### config.mk
export PLATFORM = sky130hd
export DESIGN_NAME = rdout_train_ctrl_flat
export DESIGN_NICKNAME = d
export VERILOG_FILES = /design/src/rtl/rdout_train_ctrl_if.sv /design/src/rtl/rdout_train_ctrl.sv /design/src/flat_wrapper.sv
export SDC_FILE = /design/constraint.sdc
export NUM_CORES = 1
export LEC_CHECK = 0
export BUFFER_PORTS_ARGS = -buffer_cell sky130_fd_sc_hd__clkbuf_2
export CORE_MARGIN = 10
export CORE_UTILIZATION = 25
export DETAILED_ROUTE_END_ITERATION = 8
export PLACE_DENSITY_LB_ADDON = 0.2
export SKIP_LAST_GASP = 1
export SYNTH_ARGS = -nofsm -noshare
export SYNTH_HDL_FRONTEND = slang
export SYNTH_SLANG_ARGS = --single-unit
export TNS_END_PERCENT = 50
### constraint.sdc
create_clock -name clk -period 3.2 [get_ports clk]
set_input_delay 0.32 -clock clk [delete_from_list [all_inputs] [get_ports clk]]
set_output_delay 0.32 -clock clk [all_outputs]
set_load 0.005 [all_outputs]
### src/rtl/rdout_train_ctrl_if.sv
// Control/status bundle between the training sequencer and its host.
// The master side drives run control and sample strobes; the slave is the sequencer.
interface rdout_train_ctrl_if #(
    parameter int ADDR_W = 6,
    parameter int EP_W   = 8
);
    logic              start;
    logic              abort;
    logic              x_valid;
    logic              rd_ce;
    logic [ADDR_W-1:0] rd_addr;
    logic [EP_W-1:0]   epoch;
    logic              busy;
    logic              done;
    logic              wout_lock;

    modport master (
        output start, abort, x_valid,
        input  rd_ce, rd_addr, epoch, busy, done, wout_lock
    );

    modport slave (
        input  start, abort, x_valid,
        output rd_ce, rd_addr, epoch, busy, done, wout_lock
    );
endinterface

### src/rtl/rdout_train_ctrl.sv
// ESN readout training sequencer: washout, N_EPOCHS passes over the training
// set with rd_addr tracking XSTATE, pipeline drain, then W_out lock.
module rdout_train_ctrl #(
    parameter int ADDR_W    = 6,
    parameter int N_SAMPLES = 64,
    parameter int WASHOUT   = 8,
    parameter int N_EPOCHS  = 4,
    parameter int EP_W      = 8,
    parameter int DRAIN_CYC = 4
) (
    input  logic                clk,
    input  logic                rst_N,
    rdout_train_ctrl_if.slave   bus
);
    localparam int WC_W = (WASHOUT > 1) ? $clog2(WASHOUT) : 1;
    localparam int DC_W = (DRAIN_CYC > 1) ? $clog2(DRAIN_CYC) : 1;
    localparam logic [WC_W-1:0]   WASH_LAST  = WC_W'(WASHOUT - 1);
    localparam logic [DC_W-1:0]   DRAIN_LAST = DC_W'(DRAIN_CYC - 1);
    localparam logic [ADDR_W-1:0] ADDR_LAST  = ADDR_W'(N_SAMPLES - 1);
    localparam logic [EP_W-1:0]   EP_LAST    = EP_W'(N_EPOCHS - 1);

    typedef enum logic [2:0] {
        IDLE  = 3'd0,
        WASH  = 3'd1,
        TRAIN = 3'd2,
        DRAIN = 3'd3,
        DONE  = 3'd4
    } state_t;

    state_t            state, state_d;
    logic [WC_W-1:0]   wash_cnt, wash_d;
    logic [DC_W-1:0]   drain_cnt, drain_d;
    logic [ADDR_W-1:0] addr_q, addr_d;
    logic [EP_W-1:0]   ep_q, ep_d;
    logic              ce_q, ce_d;
    logic              busy_q, busy_d;
    logic              done_q, done_d;
    logic              lock_q, lock_d;

    always_ff @(posedge clk or negedge rst_N) begin
        if (!rst_N) begin
            state     <= IDLE;
            wash_cnt  <= '0;
            drain_cnt <= '0;
            addr_q    <= '0;
            ep_q      <= '0;
            ce_q      <= 1'b0;
            busy_q    <= 1'b0;
            done_q    <= 1'b0;
            lock_q    <= 1'b0;
        end else begin
            state     <= state_d;
            wash_cnt  <= wash_d;
            drain_cnt <= drain_d;
            addr_q    <= addr_d;
            ep_q      <= ep_d;
            ce_q      <= ce_d;
            busy_q    <= busy_d;
            done_q    <= done_d;
            lock_q    <= lock_d;
        end
    end

    always_comb begin
        state_d = state;
        wash_d  = wash_cnt;
        drain_d = drain_cnt;
        addr_d  = addr_q;
        ep_d    = ep_q;
        lock_d  = 1'b0;

        if (bus.abort) begin
            state_d = IDLE;
            wash_d  = '0;
            drain_d = '0;
            addr_d  = '0;
            ep_d    = '0;
        end else begin
            case (state)
                IDLE, DONE: begin
                    if (bus.start) begin
                        wash_d  = '0;
                        drain_d = '0;
                        addr_d  = '0;
                        ep_d    = '0;
                        state_d = (WASHOUT == 0) ? TRAIN : WASH;
                    end
                end
                WASH: begin
                    if (bus.x_valid) begin
                        if (wash_cnt == WASH_LAST) begin
                            wash_d  = '0;
                            state_d = TRAIN;
                        end else begin
                            wash_d = wash_cnt + 1'b1;
                        end
                    end
                end
                TRAIN: begin
                    if (bus.x_valid) begin
                        if (addr_q == ADDR_LAST) begin
                            ep_d = ep_q + 1'b1;
                            // Final epoch keeps the last address for the drain window.
                            if (ep_q == EP_LAST) begin
                                drain_d = '0;
                                state_d = DRAIN;
                            end else begin
                                addr_d = '0;
                            end
                        end else begin
                            addr_d = addr_q + 1'b1;
                        end
                    end
                end
                DRAIN: begin
                    if (drain_cnt == DRAIN_LAST) begin
                        state_d = DONE;
                        lock_d  = 1'b1;
                    end else begin
                        drain_d = drain_cnt + 1'b1;
                    end
                end
                default: state_d = IDLE;
            endcase
        end

        ce_d   = (state_d == TRAIN) || (state_d == DRAIN);
        busy_d = (state_d == WASH) || (state_d == TRAIN) || (state_d == DRAIN);
        done_d = (state_d == DONE);
    end

    assign bus.rd_ce     = ce_q;
    assign bus.rd_addr   = addr_q;
    assign bus.epoch     = ep_q;
    assign bus.busy      = busy_q;
    assign bus.done      = done_q;
    assign bus.wout_lock = lock_q;
endmodule

### src/flat_wrapper.sv
// flat-port wrapper written by rule: the top's interface ports become plain ports
module rdout_train_ctrl_flat 
#(
    parameter int ADDR_W    = 6,
    parameter int N_SAMPLES = 64,
    parameter int WASHOUT   = 8,
    parameter int N_EPOCHS  = 4,
    parameter int EP_W      = 8,
    parameter int DRAIN_CYC = 4
)
  (clk, rst_N, bus_start, bus_abort, bus_x_valid, bus_rd_ce, bus_rd_addr, bus_epoch, bus_busy, bus_done, bus_wout_lock);
  rdout_train_ctrl_if #(.ADDR_W(ADDR_W), .EP_W(EP_W)) bus_i ();
  input  logic clk;
  input  logic rst_N;
  input wire logic [$bits(bus_i.start)-1:0] bus_start;
  input wire logic [$bits(bus_i.abort)-1:0] bus_abort;
  input wire logic [$bits(bus_i.x_valid)-1:0] bus_x_valid;
  output wire logic [$bits(bus_i.rd_ce)-1:0] bus_rd_ce;
  output wire logic [$bits(bus_i.rd_addr)-1:0] bus_rd_addr;
  output wire logic [$bits(bus_i.epoch)-1:0] bus_epoch;
  output wire logic [$bits(bus_i.busy)-1:0] bus_busy;
  output wire logic [$bits(bus_i.done)-1:0] bus_done;
  output wire logic [$bits(bus_i.wout_lock)-1:0] bus_wout_lock;
  assign bus_i.start = bus_start;
  assign bus_i.abort = bus_abort;
  assign bus_i.x_valid = bus_x_valid;
  assign bus_rd_ce = bus_i.rd_ce;
  assign bus_rd_addr = bus_i.rd_addr;
  assign bus_epoch = bus_i.epoch;
  assign bus_busy = bus_i.busy;
  assign bus_done = bus_i.done;
  assign bus_wout_lock = bus_i.wout_lock;
  rdout_train_ctrl #(.ADDR_W(ADDR_W), .N_SAMPLES(N_SAMPLES), .WASHOUT(WASHOUT), .N_EPOCHS(N_EPOCHS), .EP_W(EP_W), .DRAIN_CYC(DRAIN_CYC)) u_core (.clk(clk), .rst_N(rst_N), .bus(bus_i));
endmodule
After elaboration in Yosys (flattened, before gate mapping)
Cells that the tools add are included.
{"block": "classes", "n_addsub": 4, "n_eq_ne": 19, "n_mux": 35, "reduce_logical": 12}
{"cell": "$mux 3", "n": 12}
{"cell": "$mux 8", "n": 4}
{"cell": "$mux 6", "n": 5}
{"cell": "$pmux 8 s2", "n": 1}
{"cell": "$eq 3x2->1 const B", "n": 4}
{"cell": "$mux 2", "n": 6}
{"cell": "$ne 3x3->1 const B", "n": 4}
{"cell": "$pmux 3 s4", "n": 1}
{"cell": "$pmux 6 s2", "n": 1}
{"cell": "$eq 3x3->1 const B", "n": 3}
{"cell": "$add 8x1->8 const B", "n": 1}
{"cell": "$eq 8x2->1 const B", "n": 1}
{"cell": "$reduce_and 4->1", "n": 2}
{"cell": "$add 6x1->6 const B", "n": 1}
{"cell": "$eq 3x1->1 const B", "n": 2}
{"cell": "$eq 6x6->1 const B", "n": 1}
{"cell": "$ne 3x2->1 const B", "n": 2}
{"cell": "$pmux 2 s3", "n": 1}
{"cell": "$pmux 3 s2", "n": 1}
{"cell": "$reduce_and 6->1", "n": 1}
{"cell": "$reduce_bool 3->1", "n": 2}
{"cell": "$ne 4x4->1 const B", "n": 1}
{"cell": "$reduce_bool 4->1", "n": 1}
{"cell": "$add 3x1->3 const B", "n": 1}
{"cell": "7 further kinds", "n": 11}
{"block": "totals", "register_bits": 26, "in_bits": 5, "out_inout_bits": 18, "elab_cells": 79}

Depth between registers and ports, before layout
Gate-level depths: netlist (run 1).
{"block": "logic_depth", "word_depth": 9, "mapped_depth": 6}

Worst setup path after synthesis (run 1)
No wires, ideal clock.
{"block": "synth_path", "path_type": "register to register", "from": "register u_core.state[0]", "to": "register u_core.ep_q[5], in the netlist u_core.bus.epoch[5]", "setup_time_ns": 0.122, "arrival_ns": 1.651, "t_required_ns": 3.078, "slack_ns": 1.427, "path_stages_with_launch": 6, "path_buffers": 1, "period_less_slack_ns": 1.773, "cell_sequence": "dfrtp_1 buf_6 or4b_4 a21o_4 and2_4 a32o_1"}
{"block": "synth_between", "elab_chain_cells": 4, "elab_cells_between_ends": 11}
{"item": "start, declared", "line": "rdout_train_ctrl.sv:30", "source": "state_t state, state_d;"}
{"item": "start signal, assigned", "line": "rdout_train_ctrl.sv:52", "source": "state <= state_d;"}
{"item": "$eq 3x3->1 or $logic_not 3->1 (tied branches)", "line": "rdout_train_ctrl.sv:79", "source": "case (state)"}
{"item": "$reduce_or 2->1", "line": "rdout_train_ctrl.sv:79"}
{"item": "$ne 3x3->1 (no line) (tied with other cells)"}
{"item": "$reduce_and 4->1 (no line) or $mux 8 (tied branches)"}
{"item": "end signal, assigned", "line": "rdout_train_ctrl.sv:56", "source": "ep_q <= ep_d;"}
{"item": "end, declared", "line": "rdout_train_ctrl.sv:34", "source": "logic [EP_W-1:0] ep_q, ep_d;"}
Several ways; a longest one is shown, not always the timed one.
A chain may end at the register's enable or synchronous reset.

Worst setup path in the final report (run 1)
{"block": "layout_path", "from": "register u_core.state[0]", "to": "register u_core.addr_q[5], in the netlist u_core.bus.rd_addr[5]"}
{"block": "layout_between", "elab_chain_cells": 4, "elab_cells_between_ends": 11}
{"item": "$eq 3x3->1 or $logic_not 3->1 (tied branches)", "line": "rdout_train_ctrl.sv:79"}
{"item": "$reduce_or 2->1", "line": "rdout_train_ctrl.sv:79"}
{"item": "$ne 3x3->1 (no line) (tied with other cells)"}
{"item": "$reduce_and 4->1 (no line) or $mux 6 (tied branches)"}
{"item": "end signal, assigned", "line": "rdout_train_ctrl.sv:55", "source": "addr_q <= addr_d;"}
{"item": "end, declared", "line": "rdout_train_ctrl.sv:33", "source": "logic [ADDR_W-1:0] addr_q, addr_d;"}
Several ways; a longest one is shown, not always the timed one.

==> run summary, run 1 <==
SYNTHESIS
----------------------------------------------------------------------------------------
Net count after synthesis                                                            157
Post-synthesis compound-gate area fraction                                        9.427%
Post-synthesis adder-cell area fraction                                           4.405%
Proportion of synthesized flip-flops having asynchronous set or reset             100.0%
Number of enable flip-flop cells after synthesis                                       0
Number of distinct standard cells referenced by the synthesized netlist               41
Primary flip-flop cell chosen by synthesis mapping                               dfrtp_1
Post-synthesis simple-gate area fraction                                          28.37%
Number of standard cells after synthesis                                             147
Combinational family with the most area after synthesis                     simple AND/OR/NAND/NOR gates
Post-synthesis cell area                                                        1420 µm²
Yosys warns                                                                            0
XOR/XNOR Fraction of Synth Area                                                   4.934%
Number of synthesized register bits                                                   26
Mean cell area of the mapped netlist                                           9.661 µm²
Fraction of synthesized area in multiplexers                                      3.700%
Sequential element share of the synthesized area                                  45.81%

FINAL LAYOUT
----------------------------------------------------------------------------------------
Share of cells above drive strength 1                                             20.83%
Most common library cell in the layout ignoring fill and taps                    dfrtp_1
Final core area utilization                                                       29.83%
Most frequent cells in the layout                                           dfrtp_1, clkbuf_2, nand2_1, nor2_1, nand3_1
Area delta synth->final                                                           15.68%
Ant. Diodes                                                                            0
Footprint of the multi-input gates                                             721.9 µm²
Final-layout fill cell count                                                         602
Net count, final                                                                     179
Post-Layout Cell Count                                                               240
Sequential cell area                                                           650.6 µm²
Non-Filler Cell Area, Final                                                     1643 µm²

GRT
----------------------------------------------------------------------------------------
Vias in the first global route                                                      1125
Pin count of the biggest net entering global routing                                  27
Antenna violations before repair                                                       0
Wire length of the first global-routing pass                                     5561 µm
Remaining global-route overflow                                                        0
Overall routing resource usage                                                    7.501%

DIE
----------------------------------------------------------------------------------------
Width of the die                                                                95.37 µm
Std-Cell Core Area                                                              5507 µm²
Std cell rows                                                                         27
Starting density of the core                                                      25.79%
IO Count                                                                              23
Height of the die                                                               95.37 µm
Die Outline Area                                                                9095 µm²

SETUP PATH
----------------------------------------------------------------------------------------
Nature of the critical path startpoint                                              flop
Required time reported for the critical path endpoint                            3.40 ns
Critical path buffer and inverter count                                                0
Category of the worst setup path capture point                                      flop
Slowest CP cell                                                                  dfrtp_1
Critical path peak fanout                                                             12
Setup slack of the worst register-to-register path                               1.14 ns
Endpoint arrival time on the critical path                                       2.26 ns
Cell occurring most often along the worst timing path                              or3_1
Worst path cell trace                                                       nor3b_1 > or3_1 > o21ai_0 > or3_1 > a21oi_1
Category of cells accounting for the largest share of critical-path delay   simple AND/OR/NAND/NOR gates
Critical Path Max Stage Delay                                                    0.51 ns
CP Class                                                                    flop to flop

CLOCK NETWORK
----------------------------------------------------------------------------------------
CTS tree                                                                             yes
Setup fix buffers added after clock tree synthesis                                     0
Library cell used as clock root buffer                                          clkbuf_8
Number of gates resized after cts                                                      0
Number of hold buffers added after CTS                                                 0
Number of sinks on the clock net                                                      26
Inserted Clock Buffers                                                                 3
Reg clk slew, reported paths                                                     0.10 ns
Bufs on Longest Clock Path                                                             2
Worst-Skew Late Latency                                                          0.27 ns
Number of H-tree levels                                                                1

TIMING
----------------------------------------------------------------------------------------
Number of setup violations in the final report                                         0
Number of hold-slack violations in the final timing report                             0
RSZ-0062 raised after global routing                                               false
Maximum clock frequency                                                        485.3 MHz
Rel. slew slack                                                                   47.17%
Final setup margin                                                              1.139 ns
Final total negative setup slack                                                    0 ns
Layout Skew                                                                   0.01004 ns
Slew at the pin with the worst max-slew slack                                  0.7904 ns
Worst-case hold slack                                                         0.06014 ns
Ratio of final minimum period to clock period                                     64.39%
Max-slew violation count                                                               0
Minimum period implied by the final worst setup slack                           2.061 ns

DRT
----------------------------------------------------------------------------------------
Post-detailed-route DRC marker count                                                   0
First DRT Iteration DRCs                                                              93
Average wire per cell in the routed design                                      13.53 µm
Sum of routed wire length over all layers                                        3247 µm
Vias                                                                                1153
Ratio of routed vias to standard cells                                             4.804
Number of antenna-violating nets in the routed design                                  0
First-pass iteration count of the detailed router                                      4

POWER
----------------------------------------------------------------------------------------
Max VDD drop                                                                   0.1560 mV
Final total power                                                              0.5916 mW
Leak                                                                           0.7531 nW
Total power density per cell area                                           360.1 nW/µm²

OUTCOME
----------------------------------------------------------------------------------------
Outcome                                                                     finished clean

PLACE
----------------------------------------------------------------------------------------
Number of placed instances with taps included                                        236
Placed wire-length estimate after detailed placement                             2510 µm
Port-buffer cells                                                                     22
Post-placement worst setup slack                                                1.173 ns
Post-detailed-placement cell area                                               1588 µm²
Weighted congestion at the end of routability-driven global placement             0.8600

WORST HOLD PATH
----------------------------------------------------------------------------------------
Worst hold path type                                                        primary input to asynchronous set/reset pin

RUN
----------------------------------------------------------------------------------------
Number of violations of the max-capacitance limit                                      0

==> final cells by class <==
| class | instances | area share (%) |
|---|---|---|
| Multi-Input combinational cell | 112 | 43.95 |
| Sequential cell | 26 | 39.60 |
| Timing Repair Buffer | 22 | 6.702 |
| Tap cell | 72 | 5.484 |
| Clock buffer | 4 | 3.351 |
| Inverter | 4 | 0.9139 |
==> cell families (layout without fill, tap and decap cells) <==
kind of cell,Yosys count,count (layout)
simple gates,75,75
flops,26,26
compound gates,19,19
buf+inv,9,30
xor+xnor,8,8
fa+ha+maj,5,5
mux,5,5
==> Yosys cell counts (all sizes together), types with 3 or more instances <==
library cell / n / area (µm²)
and3: 4 / 25.02
o21ai: 5 / 25.02
dfrtp: 26 / 650.6
mux2i: 3 / 30.03
buf: 4 / 28.78
nand3: 13 / 65.06
inv: 4 / 15.01
nor3b: 3 / 22.52
ha: 5 / 62.56
nor3: 6 / 30.03
xor2: 6 / 52.55
and2: 3 / 21.27
a21oi: 4 / 20.02
nor2: 15 / 56.30
nand2: 16 / 60.06
nor4: 3 / 18.77
==> report_power, final <==
| part | internal (mW) | switching, mW |
|---|---|---|
| sequential | 0.332 | 0.00416 |
| clock | 0.110 | 0.106 |
| combinational | 0.0138 | 0.0260 |
==> routing by layer <==
| metal | GRT usage [%] | part of all wire (%) | vias to the layer above |
|---|---|---|---|
| met4 | 1.843 | 0.59 | 0 |
| met1 | 9.116 | 44 | 565 |
| met2 | 12.50 | 48 | 19 |
| met5 | 0 | 0 | - |
| li1 | - | - | 567 |
| met3 | 2.514 | 7.1 | 2 |
==> state kept, by name (all words and copies together), names as in the netlist <==
register	cells
u_core.bus.busy	1
u_core.bus.done	1
u_core.bus.epoch	8
u_core.bus.rd_addr	6
u_core.bus.rd_ce	1
u_core.bus.wout_lock	1
u_core.drain_cnt	2
u_core.state	3
u_core.wash_cnt	3
==> worst paths after layout <==
kind,startpoint,endpoint,cells past startpoint
max,u_core.state[0],u_core.bus.rd_addr[5],5
min,rst_N,u_core.state[2],1
max reg2reg,u_core.state[0],u_core.bus.rd_addr[5],5
min reg2reg,u_core.drain_cnt[0],u_core.drain_cnt[0],1
max in group asynchronous,rst_N,u_core.bus.rd_addr[2],1
min in group clk,bus_abort,u_core.state[2],2
Note: power is estimated with default switching activity, not from simulation.
==> inputs of run 2 (changes only) <==
==> constraint.sdc (replaced) <==
create_clock -name clk -period 1.9 [get_ports clk]
set_input_delay 0.19 -clock clk [delete_from_list [all_inputs] [get_ports clk]]
set_output_delay 0.19 -clock clk [all_outputs]
set_load 0.005 [all_outputs]
==> run 2 against run 1 <==
  * Core utilization grew 3.4 points
  * Non-clock buffer count grew 22
  * Cell area grew 11%
  * Sequential share of layout area shrank 4.0 points
  * Hold slack gained 0.16 ns
  * Critical path type unchanged
==> run summary, run 2 (synthesis gave the netlist of run 1 again) <==
CLOCK NETWORK
------------------------------------------------------------------------------------
Library cell used as clock root buffer                                      clkbuf_8   unchanged
Reg clk slew, reported paths                                                 0.09 ns   was 0.10 ns
Worst-Skew Late Latency                                                      0.26 ns   was 0.27 ns
Inserted Clock Buffers                                                             3   unchanged
Setup fix buffers added after clock tree synthesis                                 0   unchanged
Bufs on Longest Clock Path                                                         2   unchanged
Number of H-tree levels                                                            1   unchanged
Number of sinks on the clock net                                                  26   unchanged
CTS tree                                                                         yes   unchanged

TIMING
------------------------------------------------------------------------------------
Rel. slew slack                                                               55.36%   was 47.17%
Max-slew violation count                                                           0   unchanged
Number of setup violations in the final report                                     0   unchanged
Number of hold-slack violations in the final timing report                         0   unchanged
Maximum clock frequency                                                    554.6 MHz   was 485.3 MHz
Minimum period implied by the final worst setup slack                       1.803 ns   was 2.061 ns
Final total negative setup slack                                                0 ns   unchanged
Worst-case hold slack                                                      0.2249 ns   was 0.06014 ns
RSZ-0062 raised after global routing                                           false   unchanged
Ratio of final minimum period to clock period                                 94.91%   was 64.39%
Layout Skew                                                              0.002848 ns   was 0.01004 ns
Slew at the pin with the worst max-slew slack                              0.6697 ns   was 0.7904 ns

SETUP PATH
------------------------------------------------------------------------------------
Slowest CP cell                                                              dfrtp_1   unchanged
Reg2Reg Depth                                                                      5   unchanged
Worst setup path start                                                  u_core.state[1]   was u_core.state[0]
Nature of the critical path startpoint                                          flop   unchanged
CP Class                                                                flop to flop   unchanged
Capturing point of the worst reg2reg path                               u_core.bus.epoch[5]   was u_core.bus.rd_addr[5]
Required time reported for the critical path endpoint                        2.06 ns   was 3.40 ns
Critical Path Max Stage Delay                                                0.46 ns   was 0.51 ns
Endpoint arrival time on the critical path                                   1.96 ns   was 2.26 ns
Category of the worst setup path capture point                                  flop   unchanged
Worst path cell trace                                                   and4bb_2 > or3_1 > buf_4 > and2_4 > a32o_1   was nor3b_1 > or3_1 > o21ai_0 > or3_1 > a21oi_1
Critical path peak fanout                                                          8   was 12
Setup slack of the worst register-to-register path                            0.1 ns   was 1.14 ns
End point of the critical path                                          u_core.bus.epoch[5]   was u_core.bus.rd_addr[5]
Reg2reg start                                                           u_core.state[1]   was u_core.state[0]

DIE
------------------------------------------------------------------------------------
Height of the die                                                           95.37 µm   unchanged
Std cell rows                                                                     27   unchanged
Starting density of the core                                                  25.79%   unchanged
Std-Cell Core Area                                                          5507 µm²   unchanged
Width of the die                                                            95.37 µm   unchanged
Die Outline Area                                                            9095 µm²   unchanged
IO Count                                                                          23   unchanged

GRT
------------------------------------------------------------------------------------
Antenna violations before repair                                                   0   unchanged
Pin count of the biggest net entering global routing                              27   unchanged
Remaining global-route overflow                                                    0   unchanged
Overall routing resource usage                                                8.012%   was 7.501%
Vias in the first global route                                                  1240   was 1125
Wire length of the first global-routing pass                                 5989 µm   was 5561 µm

FINAL LAYOUT
------------------------------------------------------------------------------------
Final core area utilization                                                   33.22%   was 29.83%
Number of flip-flops in the largest register                                       8   unchanged
Area delta synth->final                                                       28.81%   was 15.68%
Most common library cell in the layout ignoring fill and taps                dfrtp_1   unchanged
Sequential cell area                                                       650.6 µm²   unchanged
Net count, final                                                                 201   was 179
Most frequent cells in the layout                                       dfrtp_1, clkbuf_2, buf_4, nand2_1, nor2_1   was dfrtp_1, clkbuf_2, nand2_1, nor2_1, nand3_1
Final-layout fill cell count                                                     572   was 602
Ant. Diodes                                                                        0   unchanged
Footprint of the multi-input gates                                         754.5 µm²   was 721.9 µm²
Share of cells above drive strength 1                                         31.22%   was 20.83%

POWER
------------------------------------------------------------------------------------
Max VDD drop                                                               0.2378 mV   was 0.1560 mV
Total power density per cell area                                       525.1 nW/µm²   was 360.1 nW/µm²
Leak                                                                       0.8691 nW   was 0.7531 nW

DRT
------------------------------------------------------------------------------------
Vias                                                                            1226   was 1153
Number of antenna-violating nets in the routed design                              0   unchanged
Ratio of routed vias to standard cells                                         4.697   was 4.804
Sum of routed wire length over all layers                                    3495 µm   was 3247 µm
First-pass iteration count of the detailed router                                  5   was 4
Post-detailed-route DRC marker count                                               0   unchanged
First DRT Iteration DRCs                                                          82   was 93
Average wire per cell in the routed design                                  13.39 µm   was 13.53 µm

OUTCOME
------------------------------------------------------------------------------------
Outcome                                                                 finished clean   unchanged

PLACE
------------------------------------------------------------------------------------
Placed wire-length estimate after detailed placement                         2769 µm   was 2510 µm
Port-buffer cells                                                                 22   unchanged
Weighted congestion at the end of routability-driven global placement         0.8190   was 0.8600

WORST HOLD PATH
------------------------------------------------------------------------------------
Worst hold path type                                                    primary input to flop   was primary input to asynchronous set/reset pin

RUN
------------------------------------------------------------------------------------
Number of violations of the max-capacitance limit                                  0   unchanged

## run 2: worst min path at each step
stage	start	end	slack, ns	cells after the start
2_1_floorplan	rst_N	u_core.bus.busy	-0.11	0
3_3_place_gp	rst_N	u_core.bus.epoch[4]	0.25	1
3_5_place_dp	rst_N	u_core.bus.epoch[4]	0.26	1
4_1_cts	bus_abort	u_core.bus.rd_ce	0.22	2
5_1_grt	bus_abort	u_core.state[0]	0.22	2
6_report	bus_abort	u_core.state[0]	0.22	2
## run 2: where the power goes
group / leakage, nW / total [mW] / internal [mW] / switching, mW
clock: 0.0216 / 0.307 / 0.142 / 0.165
sequential: 0.361 / 0.564 / 0.558 / 0.00538
combinational: 0.487 / 0.0900 / 0.0388 / 0.0512
total: 0.869 / 0.961 / 0.739 / 0.221
## run 2: area by class of cell
cell class	count	share of cell area [%]
clock buffers	3	2.257
repair buffers	44	15.18
inverters	4	0.8208
flip-flops and latches	26	35.57
well taps	72	4.925
multi-input cells	112	41.24
## run 2: per-layer routing
metal	share of wire, %	track usage [%]	up-vias	routed length [µm]
met2	51	13.52	24	1771
met3	6.2	2.357	2	216
met4	0.34	1.843	0	12
met5	0	0	-	0
li1	-	-	609	-
met1	43	9.835	591	1495
## run 2: timing repair
| action | CTS | global route |
|---|---|---|
| endpoints found under the setup margin | 0 | 7 |
| resized for setup | 0 | 5 |
| hold buffers | 1 | 0 |
| endpoints found under the hold margin | 26 | 0 |
## run 2: critical path, delay by kind of cell (launching register included)
kind	cells	cell delay (ns)
AOI/OAI and AO/OA	1	0.23
buffers and inverters	1	0.19
DFF	1	0.46
and+or+nand+nor	3	0.82
## run 2: per-stage QoR
step                      setup slack, ns  cell area (µm²)  power (mW)  cells
after CTS                         0.04235             1797      0.9856    261
after floorplan                    0.1274             1420      0.6214    147
after global placement            0.08245             1745      0.6583    257
final                             0.09674             1829      0.9605    261
after detailed placement          0.06120             1745      0.6612    257
after global routing              0.03580             1829       1.025    261
==> inputs of run 3 (changes only) <==
--- a/config.mk
+++ b/config.mk
@@ -9,7 +9,8 @@
 export CORE_MARGIN = 10
 export CORE_UTILIZATION = 25
 export DETAILED_ROUTE_END_ITERATION = 8
-export PLACE_DENSITY_LB_ADDON = 0.2
+export PLACE_DENSITY_LB_ADDON = 0.08
+export RECOVER_POWER = 50
 export SKIP_LAST_GASP = 1
 export SYNTH_ARGS = -nofsm -noshare
 export SYNTH_HDL_FRONTEND = slang
==> run 3 against run 2 <==
  * Worst setup slack better by 0.013 ns
  * Fmax is 0.70% higher
  * Power is 17% higher
  * Clock skew is 0.00079 ns higher
  * Clock-buffer cell count stayed put
  * Sequential share of layout area is 0.27 points higher
  * Register-to-register slack hardly changed
  * Sequential power hardly changed
  * Critical path type unchanged
  * Largest cell class unchanged
==> run summary, run 3 (synthesis gave the netlist of run 1 again) <==
FINAL LAYOUT
----------------------------------------------------------------------------------------
Area delta synth->final                                                           27.84%   was 28.81%
Net count, final                                                                     199   was 201
Post-Layout Cell Count                                                               260   was 261
Most frequent cells in the layout                                           dfrtp_1, buf_4, nand2_1, clkbuf_2, nor2_1   was dfrtp_1, clkbuf_2, buf_4, nand2_1, nor2_1
Share of cells above drive strength 1                                             26.60%   was 31.22%
Final-layout fill cell count                                                         582   was 572
Number of flip-flops in the largest register                                           8   unchanged
Most common library cell in the layout ignoring fill and taps                    dfrtp_1   unchanged
Ant. Diodes                                                                            0   unchanged

DRT
----------------------------------------------------------------------------------------
Average wire per cell in the routed design                                      13.74 µm   was 13.39 µm
Number of antenna-violating nets in the routed design                                  0   unchanged
First-pass iteration count of the detailed router                                      4   was 5
Vias                                                                                1200   was 1226
First DRT Iteration DRCs                                                              27   was 82
Post-detailed-route DRC marker count                                                   0   unchanged
Ratio of routed vias to standard cells                                             4.615   was 4.697
Sum of routed wire length over all layers                                        3572 µm   was 3495 µm

WORST HOLD PATH
----------------------------------------------------------------------------------------
End point of the worst hold path                                            u_core.state[2]   was u_core.state[0]
Beginning of the worst hold path                                               bus_abort   unchanged
Cell count of the worst hold path                                                      2   unchanged
Worst hold path type                                                        primary input to flop   unchanged

CLOCK NETWORK
----------------------------------------------------------------------------------------
CTS tree                                                                             yes   unchanged
Library cell used as clock root buffer                                          clkbuf_8   unchanged
Number of sinks on the clock net                                                      26   unchanged
Setup fix buffers added after clock tree synthesis                                     0   unchanged
Number of H-tree levels                                                                1   unchanged
Worst-Skew Late Latency                                                          0.28 ns   was 0.26 ns
Reg clk slew, reported paths                                                     0.09 ns   about the same
Inserted Clock Buffers                                                                 3   unchanged
Bufs on Longest Clock Path                                                             2   unchanged

GRT
----------------------------------------------------------------------------------------
Wire length of the first global-routing pass                                     6051 µm   was 5989 µm
Global route hottest layer                                                          met2   unchanged
Met3 routing resource usage after global routing                                  2.985%   was 2.357%
Vias in the first global route                                                      1262   was 1240
Overall routing resource usage                                                    8.327%   was 8.012%
Pin count of the biggest net entering global routing                                  27   unchanged
Antenna violations before repair                                                       0   unchanged
Remaining global-route overflow                                                        0   unchanged
Met1 track demand over resource                                                   10.69%   was 9.835%
Met2 routing resource usage after global routing                                  13.13%   was 13.52%

TIMING
----------------------------------------------------------------------------------------
Slew at the pin with the worst max-slew slack                                  0.6672 ns   was 0.6697 ns
Layout Skew                                                                  0.003640 ns   was 0.002848 ns
Maximum clock frequency                                                        558.4 MHz   was 554.6 MHz
Max-slew violation count                                                               0   unchanged
Minimum period implied by the final worst setup slack                           1.791 ns   was 1.803 ns
Rel. slew slack                                                                   55.52%   was 55.36%
Worst-case hold slack                                                          0.1535 ns   was 0.2249 ns
Final setup margin                                                             0.1093 ns   was 0.09674 ns
Ratio of final minimum period to clock period                                     94.25%   was 94.91%
RSZ-0062 raised after global routing                                                true   was false
Number of hold-slack violations in the final timing report                             0   unchanged
Number of setup violations in the final report                                         0   unchanged

DIE
----------------------------------------------------------------------------------------
Std cell rows                                                                         27   unchanged
Std-Cell Core Area                                                              5507 µm²   unchanged
Starting density of the core                                                      25.79%   unchanged
IO Count                                                                              23   unchanged
Die Outline Area                                                                9095 µm²   unchanged
Height of the die                                                               95.37 µm   unchanged
Width of the die                                                                95.37 µm   unchanged

POWER
----------------------------------------------------------------------------------------
Leak                                                                           0.8489 nW   was 0.8691 nW
Total internal power                                                           0.8782 mW   was 0.7391 mW
Switch share                                                                      21.55%   was 23.05%
Share of total power in combinational logic                                         7.9%   was 9.4%
Total power density per cell area                                           616.6 nW/µm²   was 525.1 nW/µm²
Final total power                                                               1.119 mW   was 0.9605 mW
Seq pwr share                                                                      50.4%   was 58.7%
Switching Power                                                                0.2412 mW   was 0.2214 mW
Max VDD drop                                                                   0.2956 mV   was 0.2378 mV
Power share of the clock group                                                     41.7%   was 31.9%

SETUP PATH
----------------------------------------------------------------------------------------
Nature of the critical path startpoint                                              flop   unchanged
Reg2Reg Depth                                                                          6   was 5
Endpoint arrival time on the critical path                                       1.96 ns   about the same
Critical path peak fanout                                                              6   was 8
CP Class                                                                    flop to flop   unchanged
Required time reported for the critical path endpoint                            2.07 ns   was 2.06 ns
Worst path cell trace                                                       and4bb_2 > or3_1 > buf_4 > nand3_1 > xor2_1 > nor2_1   was and4bb_2 > or3_1 > buf_4 > and2_4 > a32o_1
Reg2reg start                                                               u_core.state[2]   was u_core.state[1]
Slowest CP cell                                                                  dfrtp_1   unchanged
Setup slack of the worst register-to-register path                               0.11 ns   was 0.1 ns
Category of the worst setup path capture point                                      flop   unchanged
Worst setup path start                                                      u_core.state[2]   was u_core.state[1]
Critical path buffer and inverter count                                                1   unchanged
Capturing point of the worst reg2reg path                                   u_core.bus.epoch[2]   was u_core.bus.epoch[5]
Category of cells accounting for the largest share of critical-path delay   simple AND/OR/NAND/NOR gates   unchanged
Critical Path Max Stage Delay                                                    0.46 ns   about the same

PLACE
----------------------------------------------------------------------------------------
Placed wire-length estimate after detailed placement                             2767 µm   was 2769 µm
Port-buffer cells                                                                     22   unchanged
Number of placed instances with taps included                                        255   was 257
Weighted congestion at the end of routability-driven global placement             0.7344   was 0.8190
Post-placement worst setup slack                                             0.004910 ns   was 0.06120 ns

OUTCOME
----------------------------------------------------------------------------------------
Outcome                                                                     finished clean   unchanged

RUN
----------------------------------------------------------------------------------------
Number of violations of the max-capacitance limit                                      0   unchanged

[run 3: worst reg2reg max path, cell delays in order, from the launching register on]
cell and delay [ns]:
dfrtp_1 0.46, and4bb_2 0.29, or3_1 0.44, buf_4 0.19, nand3_1 0.09, xor2_1 0.16
nor2_1 0.05
[run 3: power by group through the flow]
stage	logic, mW	clock network [mW]	registers (mW)
floorplan	0.0485	0	0.573
global placement	0.0862	0	0.575
detailed placement	0.0872	0	0.575
CTS	0.0893	0.487	0.564
global route	0.0991	0.508	0.565
finish	0.0887	0.467	0.564
[run 3: metrics by stage]
stage / area, µm² / TNS (ns) / util (%)
after detailed placement: 1730 / 0 / 31.42
final: 1815 / 0 / 32.97
after global placement: 1730 / 0 / 31.42
after global routing: 1815 / -0.01143 / 32.97
after CTS: 1817 / 0 / 32.99
after floorplan: 1420 / 0 / -
[run 3: routing by layer]
metal	up-vias	wire, µm
met5	-	0
met4	0	17
met3	2	177
met2	19	1618
met1	571	1758
li1	608	-
[run 3: how the worst max path moves through the flow]
stage | endpoint | slack [ns] | cells after the start
3_5_place_dp | u_core.bus.busy | 0.005 | 6
3_3_place_gp | u_core.bus.busy | 0.01 | 6
4_1_cts | u_core.bus.busy | 0.08 | 6
5_1_grt | u_core.bus.rd_addr[5] | -0.01 | 5
6_report | u_core.bus.epoch[2] | 0.11 | 6
2_1_floorplan | u_core.bus.epoch[5] | 0.13 | 5
[run 3: layout make-up]
cell class | instances | area [µm²] | area share (%)
Timing Repair Buffer | 42 | 255.2 | 14.06
Multi-Input combinational cell | 112 | 733.2 | 40.39
Tap cell | 72 | 90.09 | 4.962
Clock buffer | 3 | 41.29 | 2.274
Sequential cell | 26 | 650.6 | 35.84
Clock inverter | 1 | 30.03 | 1.654
Inverter | 4 | 15.01 | 0.8270
[run 3: timing repair]
item	4_1_cts	5_1_grt
endpoints found under the setup margin	1	2
resized for setup	1	1
hold endpoints to repair	26	0
hold buffers	1	0
